**config.mk**
```make
export PLATFORM = sky130hd
export DESIGN_NAME = pc_stack
export DESIGN_NICKNAME = d
export VERILOG_FILES = /design/src/rtl/pc_stack_pkg.sv /design/src/rtl/pc_stack_ret_stack.sv /design/src/rtl/pc_stack.sv
export SDC_FILE = /design/constraint.sdc
export NUM_CORES = 1
export LEC_CHECK = 0
export ABC_AREA = 1
export CELL_PAD_IN_SITES_DETAIL_PLACEMENT = 1
export CELL_PAD_IN_SITES_GLOBAL_PLACEMENT = 1
export CORE_MARGIN = 2
export CORE_UTILIZATION = 43
export CTS_CLUSTER_DIAMETER = 100
export CTS_CLUSTER_SIZE = 12
export DETAILED_ROUTE_END_ITERATION = 7
export DONT_BUFFER_PORTS = 1
export PLACE_DENSITY = 0.7
export SKIP_LAST_GASP = 1
export SLEW_MARGIN = 10
export SYNTH_ARGS = -nofsm -noshare
export SYNTH_HDL_FRONTEND = slang
export SYNTH_SLANG_ARGS = --single-unit
```
**constraint.sdc**
```tcl
create_clock -name clk_i -period 2.3 [get_ports clk_i]
set_input_delay 0.46 -clock clk_i [delete_from_list [all_inputs] [get_ports clk_i]]
set_output_delay 0.46 -clock clk_i [all_outputs]
set_load 0.02 [all_outputs]
```
**src/rtl/pc_stack_pkg.sv**
```systemverilog
// Shared sequencer phase encodings, default sizes and branch-condition decode
// for the program-counter / return-stack block.
package pc_stack_pkg;

  typedef enum logic [2:0] {
    RESET_STATE = 3'd0,
    FETCH_INSTR = 3'd1,
    READ_OPS    = 3'd2,
    EXECUTE     = 3'd3,
    WRITEBACK   = 3'd4
  } state_t;

  localparam int PC_WIDTH_DEF    = 8;
  localparam int STACK_DEPTH_DEF = 8;

  localparam logic [1:0] TYPE_CTRL   = 2'b00;
  localparam logic [7:0] COND_NEG    = 8'h00;
  localparam logic [7:0] COND_ZRO    = 8'h01;
  localparam logic [7:0] COND_ALWAYS = 8'h3F;

  // Unknown condition codes never take, even when the invert bit is set.
  function automatic logic cond_take(input logic [7:0] code, input logic inv,
                                     input logic neg, input logic zro);
    logic take;
    case (code)
      COND_NEG:    take = neg ^ inv;
      COND_ZRO:    take = zro ^ inv;
      COND_ALWAYS: take = ~inv;
      default:     take = 1'b0;
    endcase
    return take;
  endfunction

endpackage

```
**src/rtl/pc_stack_ret_stack.sv**
```systemverilog
// LIFO of return addresses: push, pop, or replace-top in one cycle.
// Entry contents are not reset; top_o is gated to zero while empty.
module ret_stack
  import pc_stack_pkg::*;
#(
  parameter int WIDTH = PC_WIDTH_DEF,
  parameter int DEPTH = STACK_DEPTH_DEF
) (
  input  logic             clk_i,
  input  logic             rst_ni,
  input  logic             push_i,
  input  logic             pop_i,
  input  logic             replace_i,
  input  logic [WIDTH-1:0] wdata_i,
  output logic [WIDTH-1:0] top_o,
  output logic             full_o,
  output logic             empty_o
);

  localparam int AW = (DEPTH > 1) ? $clog2(DEPTH) : 1;
  localparam int PW = $clog2(DEPTH + 1);

  logic [WIDTH-1:0] mem_q [DEPTH];
  logic [PW-1:0]    ptr_q, ptr_d;
  logic [AW-1:0]    wr_idx, top_idx;

  assign full_o  = (ptr_q == PW'(DEPTH));
  assign empty_o = (ptr_q == '0);
  assign wr_idx  = AW'(ptr_q);
  assign top_idx = AW'(ptr_q - 1'b1);
  assign top_o   = empty_o ? '0 : mem_q[top_idx];

  always_comb begin
    ptr_d = ptr_q;
    if (push_i && !full_o) begin
      ptr_d = ptr_q + 1'b1;
    end else if (pop_i && !empty_o) begin
      ptr_d = ptr_q - 1'b1;
    end
  end

  always_ff @(posedge clk_i) begin
    if (!rst_ni) begin
      ptr_q <= '0;
    end else begin
      ptr_q <= ptr_d;
    end
  end

  always_ff @(posedge clk_i) begin
    if (rst_ni) begin
      if (push_i && !full_o) begin
        mem_q[wr_idx] <= wdata_i;
      end else if (replace_i && !empty_o) begin
        mem_q[top_idx] <= wdata_i;
      end
    end
  end

endmodule

```
**src/rtl/pc_stack.sv**
```systemverilog
// Program counter with conditional jump, call/return via ret_stack and a sticky
// overflow/underflow flag; state advances only on the EXECUTE edge.
module pc_stack
  import pc_stack_pkg::*;
#(
  parameter int PC_WIDTH    = PC_WIDTH_DEF,
  parameter int STACK_DEPTH = STACK_DEPTH_DEF
) (
  input  logic                clk_i,
  input  logic                reset_ni,
  input  logic [2:0]          current_state_i,
  input  logic [31:0]         crnt_instrn_i,
  input  logic                neg_flag_i,
  input  logic                zro_flag_i,
  input  logic                push_enbl_i,
  input  logic                pop_enbl_i,
  output logic [PC_WIDTH-1:0] pc_o,
  output logic                stack_full_o,
  output logic                stack_empty_o,
  output logic                stack_err_o
);

  logic [PC_WIDTH-1:0] pc_q, pc_d, pc_inc, target, top;
  logic                err_q, err_d;
  logic                exec, take, jump;
  logic                stk_push, stk_pop, stk_replace;
  logic                unused_instr;

  assign exec   = (current_state_i == EXECUTE);
  assign target = crnt_instrn_i[PC_WIDTH-1:0];
  assign pc_inc = pc_q + 1'b1;
  assign take   = cond_take(crnt_instrn_i[23:16], crnt_instrn_i[25],
                            neg_flag_i, zro_flag_i);
  assign jump   = (crnt_instrn_i[31:30] == TYPE_CTRL) && crnt_instrn_i[29] && take;

  // Call/return decode arrives on the enables; the opcode bits are informational here.
  assign unused_instr = ^{crnt_instrn_i[28:26], crnt_instrn_i[24], crnt_instrn_i[15:8]};

  always_comb begin
    pc_d        = pc_q;
    err_d       = err_q;
    stk_push    = 1'b0;
    stk_pop     = 1'b0;
    stk_replace = 1'b0;
    if (exec) begin
      if (pop_enbl_i) begin
        if (!stack_empty_o) begin
          pc_d        = top;
          stk_replace = push_enbl_i;
          stk_pop     = !push_enbl_i;
        end else begin
          pc_d  = pc_inc;
          err_d = 1'b1;
        end
      end else if (push_enbl_i) begin
        pc_d     = target;
        stk_push = !stack_full_o;
        err_d    = err_q | stack_full_o;
      end else if (jump) begin
        pc_d = target;
      end else begin
        pc_d = pc_inc;
      end
    end
  end

  always_ff @(posedge clk_i) begin
    if (!reset_ni) begin
      pc_q  <= '0;
      err_q <= 1'b0;
    end else begin
      pc_q  <= pc_d;
      err_q <= err_d;
    end
  end

  ret_stack #(
    .WIDTH (PC_WIDTH),
    .DEPTH (STACK_DEPTH)
  ) u_ret_stack (
    .clk_i     (clk_i),
    .rst_ni    (reset_ni),
    .push_i    (stk_push),
    .pop_i     (stk_pop),
    .replace_i (stk_replace),
    .wdata_i   (pc_inc),
    .top_o     (top),
    .full_o    (stack_full_o),
    .empty_o   (stack_empty_o)
  );

  assign pc_o        = pc_q;
  assign stack_err_o = err_q;

endmodule

```
==> results of run 1 <==
## power by group through the flow
stage	Sequential (mW)	Clock [mW]	Combinational, mW
2_1_floorplan	1.57	0	0.139
3_3_place_gp	1.57	0	0.203
3_5_place_dp	1.57	0	0.212
4_1_cts	1.53	1.05	0.214
5_1_grt	1.54	1.10	0.240
6_report	1.53	1.03	0.211
## area by class of cell
type                            instances  share of cell area, %
Timing Repair Buffer                   19                   3.64
Inverter                               53                   4.72
Clock buffer                            9                   2.90
Multi-Input combinational cell        263                   32.7
Tap cell                              108                   3.17
Clock inverter                          7                   1.73
Sequential cell                        77                   51.2
## path summary, 6_finish.rpt
check	start	end	slack [ns]	cells after the start
worst max-delay path	u_ret_stack.ptr_q[0]	u_ret_stack.mem_q[2][2]	0.18	9
worst min-delay path	reset_ni	u_ret_stack.ptr_q[3]	0.23	2
worst max register to register	u_ret_stack.ptr_q[0]	u_ret_stack.mem_q[2][2]	0.18	9
worst min register to register	stack_err_o	stack_err_o	0.57	2
## logic make-up (layout without fill, tap and decap cells)
kind of cell	count (synthesis)	in the layout	share of synthesized area (%)
and+or+nand+nor	177	177	21.0
DFF	77	77	58.0
AOI/OAI and AO/OA	76	76	11.2
buffers and inverters	67	88	6.95
xor gates and xnor gates	7	7	1.83
adders and majority gates	3	3	0.997
## sequential cells by signal, summed over array words and instances (netlist names)
signal	count
u_ret_stack.ptr_q	4
u_ret_stack.mem_q	64
pc_o	8
stack_err_o	1
## layer usage
metal / vias to the layer above / share of wire (%) / global-route usage (%)
met4: 0 / 2.0 / 8.33
met2: 59 / 50 / 38.3
li1: 1408 / - / -
met1: 1442 / 45 / 28.0
met5: - / 0 / 0
met3: 16 / 3.4 / 3.74
## cell usage in the layout (no fill, tap or decap), drive strengths merged
cell type / count
nor2: 81
edfxtp: 64
inv: 54
o21ai: 49
nand2: 48
nand3: 39
buf: 19
a21oi: 14
dfxtp: 13
o211ai: 11
clkbuf: 9
nand4: 7
xor2: 4
clkinvlp: 3
xnor2: 3
ha: 3
clkinv: 2
nand2b: 1
or2: 1
a31oi: 1
a211oi: 1
bufinv: 1
## metrics by stage
step	utilization [%]	std cells	setup slack (ns)
final	49.6	536	0.182
after global routing	49.6	536	0.0378
after CTS	49.6	536	0.126
after detailed placement	47.3	520	0.155
after global placement	47.3	520	0.214
after floorplan	-	407	0.0105
==> results.cfg, run 1 <==
[outcome]
outcome = finished, final reports clean

[logic_synthesis]
yosysUniqueCellTypes = 28
synth-edff-count = 64
yosys.area.top_type_share_pct = 51.0
syn-mean-instance-area_um2 = 9.25
synth_warnings = 0
synthesis.area_um2 = 3760
ys_top_cells_by_count = nor2_1 (78), edfxtp_1 (64), nand2_1 (48)
syn-num-nets = 451
syn_inst = 407
synthFlopType = edfxtp_1
synth_seq_area_share_pct = 58.0
yosysMostFrequentCell = nor2_1
async_flop_share_pct = 0
ys_seq_elements = 77
synth.largest_area_cell = edfxtp_1
ys_top_cells_by_area = edfxtp_1 (51%), nor2_1 (7.8%), dfxtp_1 (6.9%)

[clock_network]
cts_tree = yes
cts-resized-gates = 0
postCtsSetupBuffers = 0
root_buffer = clkbuf_8
clkTransAtPathRegs_ns = 0.08
cts.path.max_buffers = 2
cts.htree.levels = 3
insertion_delay_ns = 0.35
hold_buffers = 0
cts.sinks = 77
numCtsBuffers = 9

[global_routing]
grt_remaining_overflow = 0
grt_pass1_vias = 3085
grt_max_degree = 37
track_usage_pct = 22.2
antenna_found_initial = 0
grt_pass1_wl_mm = 16.1

[sta]
max_slew_margin_pct = 66.1
tightest_slew_ns = 0.507
whs_ns = 0.226
fin_worst_skew_ns = 0.00939
setup_viol = 0
fin_setup_tns_ns = 0
post-route-period-util_pct = 92.1
hold_viol = 0
final_max_slew_viol_count = 0
max_freq_mhz = 472
rsz0062_at_grt = false
period_minus_slack_ns = 2.12

[worst_hold_path]
hold_class = in -> reg

[power]
power.total_mw = 2.78
p_int_mw = 2.09
ir_worst_vdd_v = 0.000275
switchingPower_mw = 0.688
p_seq_share_pct = 55.2
p_clk_share_pct = 37.2
p_leak_nw = 1.69
p_per_area_nw_per_um2 = 651
pwr-share-comb_pct = 7.6
swShare_pct = 24.8

[layout]
layout-drive-gt1-share_pct = 14.5
multi_input_area_um2 = 1390
n_antenna_cell = 0
nFillCells = 1002
final_area_um2 = 4270
fin_nets = 467
regArea_um2 = 2180
area_growth_pct = 13.3

[setup_path]
crit_required_ns = 2.31
cpMaxStageDelayCell = nor2_4
path_max_fanout = 8
worst-path-buf-inv = 2
crit_family = simple AND/OR/NAND/NOR gates
path_class = reg -> reg
crit_path_end_kind = flip-flop
crit_chain = inv_2, ha_2, nand3_4, inv_4, nor2_8, nand4_4, o21ai_2, nand2_1, nor2_4
arrival_ns = 2.13
worstSetupStartpointType = flip-flop
crit_path_max_incr_delay_ns = 0.37

[placement]
postPlaceCellArea_um2 = 4070
port_buffers = 0
hpwl_mm = 6.77
globalplace.congestion = 0.864

[detailed_routing]
routed_wl_mm = 9.87
drc = 0
drtAntennaViolNets = 0
viasPerCell = 5.46
vias = 2925
drt_first_pass_iters = 4
drt_iter0_drc = 78
avgRoutedWirePerCell_um = 18.4

[die]
start_util_pct = 43.8
die-area_um2 = 9520
io_pins = 52
die_h_um = 97.6
num_rows = 34
die_width_um = 97.6
design.core.area_um2 = 8590

[flow_run]
max_cap_violations = 0
Power figures use the tool's default switching activity.
==> run 2: changes to the inputs <==
--- a/config.mk
+++ b/config.mk
@@ -6,6 +6,7 @@
 export NUM_CORES = 1
 export LEC_CHECK = 0
 export ABC_AREA = 1
+export ABC_CLOCK_PERIOD_IN_PS = 2300
 export CELL_PAD_IN_SITES_DETAIL_PLACEMENT = 1
 export CELL_PAD_IN_SITES_GLOBAL_PLACEMENT = 1
 export CORE_MARGIN = 2
@@ -20,3 +21,4 @@
 export SYNTH_ARGS = -nofsm -noshare
 export SYNTH_HDL_FRONTEND = slang
 export SYNTH_SLANG_ARGS = --single-unit
+export TNS_END_PERCENT = 1
==> results of run 2 <==
Same layout as run 1: the final DEF is identical, and so are final timing and power.
==> run 3: changes to the inputs <==
--- a/config.mk
+++ b/config.mk
@@ -15,6 +15,7 @@
 export CTS_CLUSTER_SIZE = 12
 export DETAILED_ROUTE_END_ITERATION = 7
 export DONT_BUFFER_PORTS = 1
+export MAX_ROUTING_LAYER = met4
 export PLACE_DENSITY = 0.7
 export SKIP_LAST_GASP = 1
 export SLEW_MARGIN = 10
==> run 3 against run 2 <==
  * Register-to-register slack barely moved
  * First-iteration DRC count rose by 28%
  * Core utilization did not move
  * Sequential power barely moved
  * Highest routed layer unchanged
==> results.cfg, run 3 (synthesis gave the netlist of run 1 again) <==
[sta]
max_slew_margin_pct = 66.4
final_max_slew_viol_count = 0
whs_ns = 0.231
max_freq_mhz = 471
rsz0062_at_grt = false
hold_viol = 0
post-route-period-util_pct = 92.4
setup_viol = 0
fin_worst_skew_ns = 0.00937
tightest_slew_ns = 0.503
period_minus_slack_ns = 2.13
fin_setup_tns_ns = 0
layout_setup_ws_ns = 0.175

[worst_hold_path]
hold_class = in -> reg
whs_path_depth = 2

[setup_path]
cpMaxStageDelayCell = nor2_4
worstSetupStartpointType = flip-flop
crit_chain = inv_2, ha_2, nand3_4, inv_4, nor2_8, nand4_4, o21ai_2, nand2_1, nor2_4
path_max_fanout = 8
ff2ff_path_depth = 9
arrival_ns = 2.13
worst-path-buf-inv = 2
crit_family = simple AND/OR/NAND/NOR gates
path_class = reg -> reg
crit_path_max_incr_delay_ns = 0.37
cp.depth = 9
crit_required_ns = 2.31
crit_path_end_kind = flip-flop

[global_routing]
grt_remaining_overflow = 0
track_usage_pct = 22.8
antenna_found_initial = 0
grt_pass1_vias = 3078
grt_max_degree = 37
grt_pass1_wl_mm = 16.1

[clock_network]
hold_buffers = 0
numCtsBuffers = 9
cts-resized-gates = 0
insertion_delay_ns = 0.35
cts.htree.levels = 3
clkTransAtPathRegs_ns = 0.08
root_buffer = clkbuf_8
cts.path.max_buffers = 2
cts_tree = yes
postCtsSetupBuffers = 0
cts.sinks = 77

[placement]
globalplace.congestion = 0.878
port_buffers = 0
hpwl_mm = 6.77
preCtsSetupSlack_ns = 0.155
place_inst = 520

[power]
ir_worst_vdd_v = 0.000274
p_leak_nw = 1.69
p_per_area_nw_per_um2 = 651
power.total_mw = 2.78

[detailed_routing]
vias = 2908
routed_wl_mm = 9.85
avgRoutedWirePerCell_um = 18.4
drc = 0
drt_iter0_drc = 100
viasPerCell = 5.43
drt_first_pass_iters = 4
drtAntennaViolNets = 0

[die]
die_width_um = 97.6
io_pins = 52
design.core.area_um2 = 8590
start_util_pct = 43.8
num_rows = 34
die-area_um2 = 9520
die_h_um = 97.6

[layout]
regMostFlops = u_ret_stack.mem_q
n_antenna_cell = 0
area_growth_pct = 13.3
layout-drive-gt1-share_pct = 14.5
fin_nets = 467
stdcell_count = 536
mostFrequentLayoutCells = nor2_1 (70), edfxtp_1 (64), inv_1 (47), nand2_1 (47), o21ai_0 (46)
final_common_cell = nor2_1
largest_reg_flops = 64

[flow_run]
max_cap_violations = 0

[outcome]
outcome = finished, final reports clean
-- run 3: cell counts in the layout (fill, tap and decap cells not counted) --
Identical to the previous run, type by type.
-- run 3: final timing paths --
| kind | from | to | slack, ns |
|---|---|---|---|
| worst max-delay path | u_ret_stack.ptr_q[0] | u_ret_stack.mem_q[2][2] | 0.17 |
| worst min-delay path | reset_ni | u_ret_stack.ptr_q[3] | 0.23 |
| worst max register to register | u_ret_stack.ptr_q[0] | u_ret_stack.mem_q[2][2] | 0.17 |
| worst min register to register | stack_err_o | stack_err_o | 0.57 |
-- run 3: per-layer routing --
metal | part of all wire, % | routed length [µm] | vias up | global-route usage, %
li1 | - | - | 1407 | -
met1 | 45 | 4390 | 1427 | 27.9
met2 | 50 | 4900 | 58 | 38.4
met3 | 3.8 | 370 | 16 | 3.74
met4 | 2.0 | 195 | 0 | 8.33
met5 | 0 | 0 | - | -
-- run 3: final cells by class --
class	instances	area, µm²
fillers	1002	4330
flip-flops and latches	77	2180
multi-input cells	263	1390
inverters	53	201
repair buffers	19	155
well taps	108	135
clock buffers	9	124
clock inverters	7	73.8
-- run 3: per-stage QoR --
step	area [µm²]	utilization (%)
after floorplan	3840	-
after global placement	4070	47.3
after detailed placement	4070	47.3
after CTS	4270	49.6
after global routing	4270	49.6
final	4270	49.6
-- run 3: power by group --
group / switching [mW] / internal (mW) / total (mW)
sequential: 0.0161 / 1.52 / 1.53
combinational: 0.141 / 0.0696 / 0.211
clock: 0.528 / 0.503 / 1.03
total: 0.686 / 2.09 / 2.78
